### config.mk
export PLATFORM = sky130hd
export DESIGN_NAME = seg_mask_packer
export DESIGN_NICKNAME = d
export VERILOG_FILES = /design/src/rtl/seg_mask_packer.sv
export SDC_FILE = /design/constraint.sdc
export NUM_CORES = 1
export LEC_CHECK = 0
export ABC_CLOCK_PERIOD_IN_PS = 3100
export CORE_UTILIZATION = 56
export DETAILED_ROUTE_END_ITERATION = 8
export PLACE_DENSITY = 0.77
export SLEW_MARGIN = 20
export SYNTH_ARGS = -nofsm -noshare
export SYNTH_HDL_FRONTEND = slang
export SYNTH_SLANG_ARGS = --single-unit
### constraint.sdc
create_clock -name clk -period 3.1 [get_ports clk]
set_clock_uncertainty 0.05 [all_clocks]
set_input_delay 0.465 -clock clk [delete_from_list [all_inputs] [get_ports clk]]
set_output_delay 0.465 -clock clk [all_outputs]
set_load 0.05 [all_outputs]
### src/rtl/seg_mask_packer.sv
// Thresholds a raster stream of signed logits into 1-bit mask pixels, packs 8 per byte into a small
// output FIFO, and accumulates the mask-1 pixel count and bounding box for each frame.
module seg_mask_packer #(
    parameter int IMG_HEIGHT = 256,
    parameter int IMG_WIDTH  = 256,
    parameter int DATA_WIDTH = 16,
    parameter int FIFO_DEPTH = 4,
    localparam int ROW_W = (IMG_HEIGHT > 1) ? $clog2(IMG_HEIGHT) : 1,
    localparam int COL_W = $clog2(IMG_WIDTH),
    localparam int CNT_W = $clog2(IMG_HEIGHT * IMG_WIDTH) + 1
) (
    input  logic                  clk,
    input  logic                  rst_n,
    input  logic                  start,
    input  logic [DATA_WIDTH-1:0] seg_in,
    input  logic                  seg_valid,
    input  logic [DATA_WIDTH-1:0] threshold,
    output logic [7:0]            mask_byte,
    output logic                  mask_valid,
    input  logic                  mask_ready,
    output logic [CNT_W-1:0]      tumor_count,
    output logic [ROW_W-1:0]      min_row,
    output logic [ROW_W-1:0]      max_row,
    output logic [COL_W-1:0]      min_col,
    output logic [COL_W-1:0]      max_col,
    output logic                  bbox_valid,
    output logic                  busy,
    output logic                  frame_done,
    output logic                  overflow
);

    // FIFO_DEPTH is a power of two >= 2 so the pointers wrap on their own.
    localparam int AW = $clog2(FIFO_DEPTH);

    typedef enum logic [1:0] {
        S_IDLE  = 2'd0,
        S_RUN   = 2'd1,
        S_FLUSH = 2'd2,
        S_DONE  = 2'd3
    } state_t;

    state_t state;

    logic [ROW_W-1:0] row;
    logic [COL_W-1:0] col;
    logic [7:0]       pack;
    logic [7:0]       packed_next;

    logic [7:0]       mem [FIFO_DEPTH];
    logic [AW-1:0]    wr_ptr;
    logic [AW-1:0]    rd_ptr;
    logic [AW:0]      count;

    logic accept, pix_bit, byte_done, last_pix, start_frame;
    logic fifo_full, rd_en, wr_en, drop, col_last;

    // Handshake: a byte moves on a rising edge where mask_valid and mask_ready are both high;
    // mask_byte holds steady while mask_valid is high and mask_ready is low.
    assign mask_valid  = (count != '0);
    assign mask_byte   = mask_valid ? mem[rd_ptr] : 8'h00;
    assign rd_en       = mask_valid && mask_ready;
    assign fifo_full   = (count == (AW + 1)'(FIFO_DEPTH));

    assign start_frame = (state == S_IDLE) && start;
    assign accept      = (state == S_RUN) && seg_valid;
    assign pix_bit     = $signed(seg_in) > $signed(threshold);
    assign col_last    = (col == COL_W'(IMG_WIDTH - 1));
    assign last_pix    = accept && col_last && (row == ROW_W'(IMG_HEIGHT - 1));
    assign byte_done   = accept && (col[2:0] == 3'b111);
    // A read in the same cycle frees the slot, so a full FIFO only drops without one.
    assign wr_en       = byte_done && (!fifo_full || rd_en);
    assign drop        = byte_done && fifo_full && !rd_en;
    assign bbox_valid  = (tumor_count != '0);

    always_comb begin
        packed_next = pack;
        packed_next[col[2:0]] = pix_bit;
    end

    always_ff @(posedge clk or negedge rst_n) begin
        if (!rst_n) begin
            state      <= S_IDLE;
            busy       <= 1'b0;
            frame_done <= 1'b0;
        end else begin
            case (state)
                S_IDLE: begin
                    if (start) begin
                        state <= S_RUN;
                        busy  <= 1'b1;
                    end
                end
                S_RUN: begin
                    if (last_pix) state <= S_FLUSH;
                end
                S_FLUSH: begin
                    if (count == '0) begin
                        state      <= S_DONE;
                        frame_done <= 1'b1;
                    end
                end
                default: begin
                    state      <= S_IDLE;
                    busy       <= 1'b0;
                    frame_done <= 1'b0;
                end
            endcase
        end
    end

    always_ff @(posedge clk or negedge rst_n) begin
        if (!rst_n) begin
            row         <= '0;
            col         <= '0;
            pack        <= '0;
            tumor_count <= '0;
            min_row     <= '1;
            max_row     <= '0;
            min_col     <= '1;
            max_col     <= '0;
            overflow    <= 1'b0;
        end else if (start_frame) begin
            row         <= '0;
            col         <= '0;
            pack        <= '0;
            tumor_count <= '0;
            min_row     <= '1;
            max_row     <= '0;
            min_col     <= '1;
            max_col     <= '0;
            overflow    <= 1'b0;
        end else begin
            if (accept) begin
                pack <= packed_next;
                if (col_last) begin
                    col <= '0;
                    row <= last_pix ? '0 : row + ROW_W'(1);
                end else begin
                    col <= col + COL_W'(1);
                end
                if (pix_bit) begin
                    tumor_count <= tumor_count + CNT_W'(1);
                    if (row < min_row) min_row <= row;
                    if (row > max_row) max_row <= row;
                    if (col < min_col) min_col <= col;
                    if (col > max_col) max_col <= col;
                end
            end
            if (drop) overflow <= 1'b1;
        end
    end

    always_ff @(posedge clk or negedge rst_n) begin
        if (!rst_n) begin
            for (int i = 0; i < FIFO_DEPTH; i++) mem[i] <= '0;
            wr_ptr <= '0;
            rd_ptr <= '0;
            count  <= '0;
        end else begin
            if (wr_en) begin
                mem[wr_ptr] <= packed_next;
                wr_ptr      <= wr_ptr + AW'(1);
            end
            if (rd_en) rd_ptr <= rd_ptr + AW'(1);
            case ({wr_en, rd_en})
                2'b10:   count <= count + (AW + 1)'(1);
                2'b01:   count <= count - (AW + 1)'(1);
                default: count <= count;
            endcase
        end
    end

endmodule
# Yosys cells after proc, flatten, opt, wreduce, memory -nomap -nowiden
# Index checks and enable logic that the tools add are counted.
[word_totals] register_bits=117 out_inout_bits=62 in_bits=37
[op_classes] add_sub_neg=7 muxes=49 n_reduce_logical=38 n_bitwise=4 eq_ne=11 n_lt_le_gt_ge=10
[op_table] op="$mux 8" n=29
[op_table] op="$mux 17" n=3
[op_table] op="$bwmux 32" n=1
[op_table] op="$reduce_bool 2->1" n=9
[op_table] op="$add 17x1->17 const B" n=1
[op_table] op="$reduce_bool 17->1" n=1
[op_table] op="$add 8x1->8 const B" n=2
[op_table] op="$bmux 8 s2" n=1
[op_table] op="$demux 8 s2" n=1
[op_table] op="$eq 8x8->1 const B" n=2
[op_table] op="$gt 16x16->1" n=1
[op_table] op="$gt 8x8->1" n=2
[op_table] op="$lt 8x8->1" n=2
[op_table] op="$reduce_and 3->1" n=5
[op_table] op="$logic_and 1x1->1" n=11
[op_table] op="$bwmux 8" n=1
[op_table] op="$reduce_and 2->1" n=4
[op_table] op="$eq 3x3->1 const B" n=2
[op_table] op="$ge 3x3->1 const B" n=2
[op_table] op="$mux 2" n=3
[op_table] op="$ne 2x2->1 const B" n=3
[op_table] op="$not 2->3" n=2
[op_table] op="$pmux 2 s3" n=1
[op_table] op="$pmux 3 s2" n=1
[op_table] op="18 further kinds" n=29

# Longest topological paths before layout
[logic_depth] ltp_word=8 depth_mapped=13 mapped_depth_nobuf=12

# Least setup slack after synthesis
# No wires, ideal clock.
[synth_timing] kind="register -> register" start="reg min_col[6]" end="reg min_col[5]" path_buffers=0 setup_slack_ns=0.668 t_arrival_ns=2.286 stages_incl_launch_ff=8 required_ns=2.953 cell_sequence="dfstp_2 > inv_1 > ha_1 > a21o_1 > a2111oi_0 > o2111ai_1 > o21ai_0 > nand3_1"
[synth_via] elab_chain_cells=3
[synth_rtl] element="from (decl)" line="24" text="output logic [COL_W-1:0] min_col,"
[synth_rtl] element="from (signal assigned)" line="145" text="if (col < min_col) min_col <= col;"
[synth_rtl] element="$lt 8x8->1" line="145"
[synth_rtl] element="$reduce_bool 2->1 (no source line)"
[synth_rtl] element="$reduce_and 3->1 (no source line)"
# No other way between the ends.
# A chain may end at the register's enable or synchronous reset.

# Worst setup path after layout
[layout_timing] start="reg rd_ptr[0]" end="out mask_byte[3]"
[layout_via] elab_chain_cells=5
[layout_rtl] element="from (decl)" line="51" text="logic [AW-1:0] rd_ptr;"
[layout_rtl] element="from (signal assigned)" line="164" text="if (rd_en) rd_ptr <= rd_ptr + AW'(1);"
[layout_rtl] element="$not 2->3 (implied by the code)" line="60" text="assign mask_byte = mask_valid ? mem[rd_ptr] : 8'h00;"
[layout_rtl] element="$bmux 8 s2" line="60"
[layout_rtl] element="$mux 8 (implied by the code) (2 in a row)" line="60"
[layout_rtl] element="$mux 8" line="60"
[layout_rtl] element="to (decl)" line="18" text="output logic [7:0] mask_byte,"
# No other way between the ends. The select of a mux whose other input is x is not followed.

==> out/metrics.csv <==
metric;value;unit
htree_levels;4;
drcViolationCount;0;
clkLatencyLatePin;0.41;ns
die_w;115;um
vias;6316;
fin_hold_ws;0.000978;ns
antenna_cells;0;
setup.worst_path.end;mask_byte[3];
drt-total-wl;18800;um
grt_setup_unrepaired;false;
synth.top_cell.area_share;0.356;
slew_headroom;0.520;
ios;99;
min_period_over_period;0.929;
netlist_top_cells_area;dfrtp_1 (36%), ha_1 (11%), dfstp_2 (5.9%);
grt_pass1_wl;31800;um
cts.repair.resized;0;
antenna_found_initial;0;
cts_made_buffers;17;
tightest_slew;0.713;ns
critPathLaunch;rd_ptr[0];
setup_viol;0;
slowest_stage;clkdlybuf4s50_1;
area.growth.synth_to_final;26.8;%
wl_per_cell;17.9;um
routabilityCongestion;0.887;
hold_path.class;in -> async;
firstDrtPassIters;5;
netlist-cell-type-count;63;
worstSetupPathType;reg -> out;
drv_cap;0;
end_kind;output pin;
grt-ovfl-total;0;
finalHoldViolations;0;
path_clk_slew;0.06;ns
postCtsSetupBuffers;0;
vdd.ir_drop.worst;0.630;mV
nNetsFinal;969;
clock_path_buffers;2;
cts_tree;built;
leakage;3.97;nW
cp_num_cells;4;
cpPeakStageDelay;0.69;ns
initial_utilization;0.584;
rrSetupSlack;0.52;ns
placed_cells;1020;
grt.total_usage;0.312;
yosysTopAreaCell;dfrtp_1;
synth_async_sr_flop_share;1.00;
die_area;13100;um^2
core_area;12200;um^2
path_buf_inv;2;
fmax;347;MHz
synthTopCellsByCount;dfrtp_1 (101), nand2_1 (82), ha_1 (60);
fin_crit;2.88;ns
power.density;797;nW/um^2
port_buffers;98;
crit_path_start_kind;flip-flop;
arrival;2.37;ns
postLayoutSetupSlackWorst;0.220;ns
synth-main-ff-cell;dfrtp_1;
yosysMostFrequentCell;dfrtp_1;
ctsHoldBuffers;0;
drive_gt1_frac;0.114;
core.rowCount;40;
utilization;0.741;
synth_area_per_cell;9.26;um^2
fp.dieH;115;um
drtAntennaViolNets;0;
grt_start_max_net_pins;75;
netlist_instances;767;
syn_area;7100;um^2
initialDrtViolationCount;446;
worstReg2RegStart;min_col[6];
dp_slack;-0.0586;ns
grt_pass1_vias;6456;
vias_per_cell;6.00;
synth-edff-count;0;
r2r_end;min_col[6];
ys_seq_area_frac;0.415;
run_status;complete, no violations;
ff2ff_path_depth;9;
syn_nets;865;
cts_root_buffer;clkbuf_16;
path_delay_family;buffers and inverters;
path_max_fanout;10;
final_cells;1052;
cp_cell_sequence;buf_4 > mux4_2 > and2_1 > clkdlybuf4s50_1;
cp.required;2.58;ns
synth_warnings;0;
hpwl;13100;um
clock-sinks;117;
finalMaxSlewViolations;0;
ys_seq_elements;117;
## worst reg2reg max path: stages, from the launching register on
cell	delay, ns
dfstp_2	0.55
inv_1	0.05
ha_1	0.32
a21o_1	0.19
a2111oi_0	0.52
buf_4	0.21
o2111ai_1	0.12
buf_4	0.19
o21ai_0	0.20
nand3_1	0.11
## power by group
group          leakage, nW  internal (W)  switching [W]
combinational         2.19       0.00110        0.00170
clock                0.284       0.00136       0.000716
sequential            1.50       0.00192       0.000366
## stage by stage
| step | TNS [ns] | total power (W) | cell area, um^2 |
|---|---|---|---|
| 2_1_floorplan | 0 | 0.00419 | 7100 |
| 3_3_place_gp | 0 | 0.00495 | 8380 |
| 3_5_place_dp | -0.202 | 0.00509 | 8380 |
| 4_1_cts | 0 | 0.00718 | 9010 |
| 5_1_grt | 0 | 0.00759 | 9010 |
| 6_report | 0 | 0.00718 | 9010 |
## metal layers
metal  part of all wire  up-vias  GRT usage
li1                   -     2957          -
met1               0.43     3088      0.406
met2               0.50      248      0.533
met3              0.061       23     0.0619
met4              0.012        0     0.0848
met5                  0        -          0
## state kept, by name, indices dropped and copies added, names as in the netlist, 3 cells and up
| signal | count |
|---|---|
| row | 8 |
| max_col | 8 |
| min_col | 8 |
| pack | 8 |
| max_row | 8 |
| col | 8 |
| mem | 32 |
| tumor_count | 17 |
| min_row | 8 |
| count | 3 |
## layout make-up
cell class	instances	area, um^2
flip-flops and latches	117	2950
fillers	885	3150
clock inverters	12	179
repair buffers	127	1250
well taps	168	210
clock buffers	20	447
multi-input cells	552	3770
inverters	56	210
## cell usage in the layout (no fill, tap or decap), types with 20 or more instances in the layout
cell,netlist,routed
nand4_1,20,20
o21ai_0,53,53
buf_4,1,26
nand3_1,53,53
clkdlybuf4s50_1,0,97
nand2_1,82,82
ha_1,60,60
inv_1,56,56
dfrtp_1,101,101
a21oi_1,50,50
nor2_1,49,49
## worst min-delay path by stage
stage / cells after the start / from / to
6_report: 1 / rst_n / wr_ptr[1]
5_1_grt: 1 / rst_n / wr_ptr[0]
4_1_cts: 1 / rst_n / wr_ptr[1]
3_5_place_dp: 2 / mem[4] / mem[4]
3_3_place_gp: 2 / mem[4] / mem[4]
2_1_floorplan: 0 / rst_n / busy
## kinds of logic after synthesis
kind of cell,share of synthesized area
XOR/XNOR,0.0160
buffers and inverters,0.0544
AND/OR/NAND/NOR,0.198
multiplexers,0.0382
AO/OA/AOI/OAI,0.170
adder cells (fa/ha/maj),0.109
flip-flops,0.415
No activity file was read; power rests on OpenSTA's default activity.
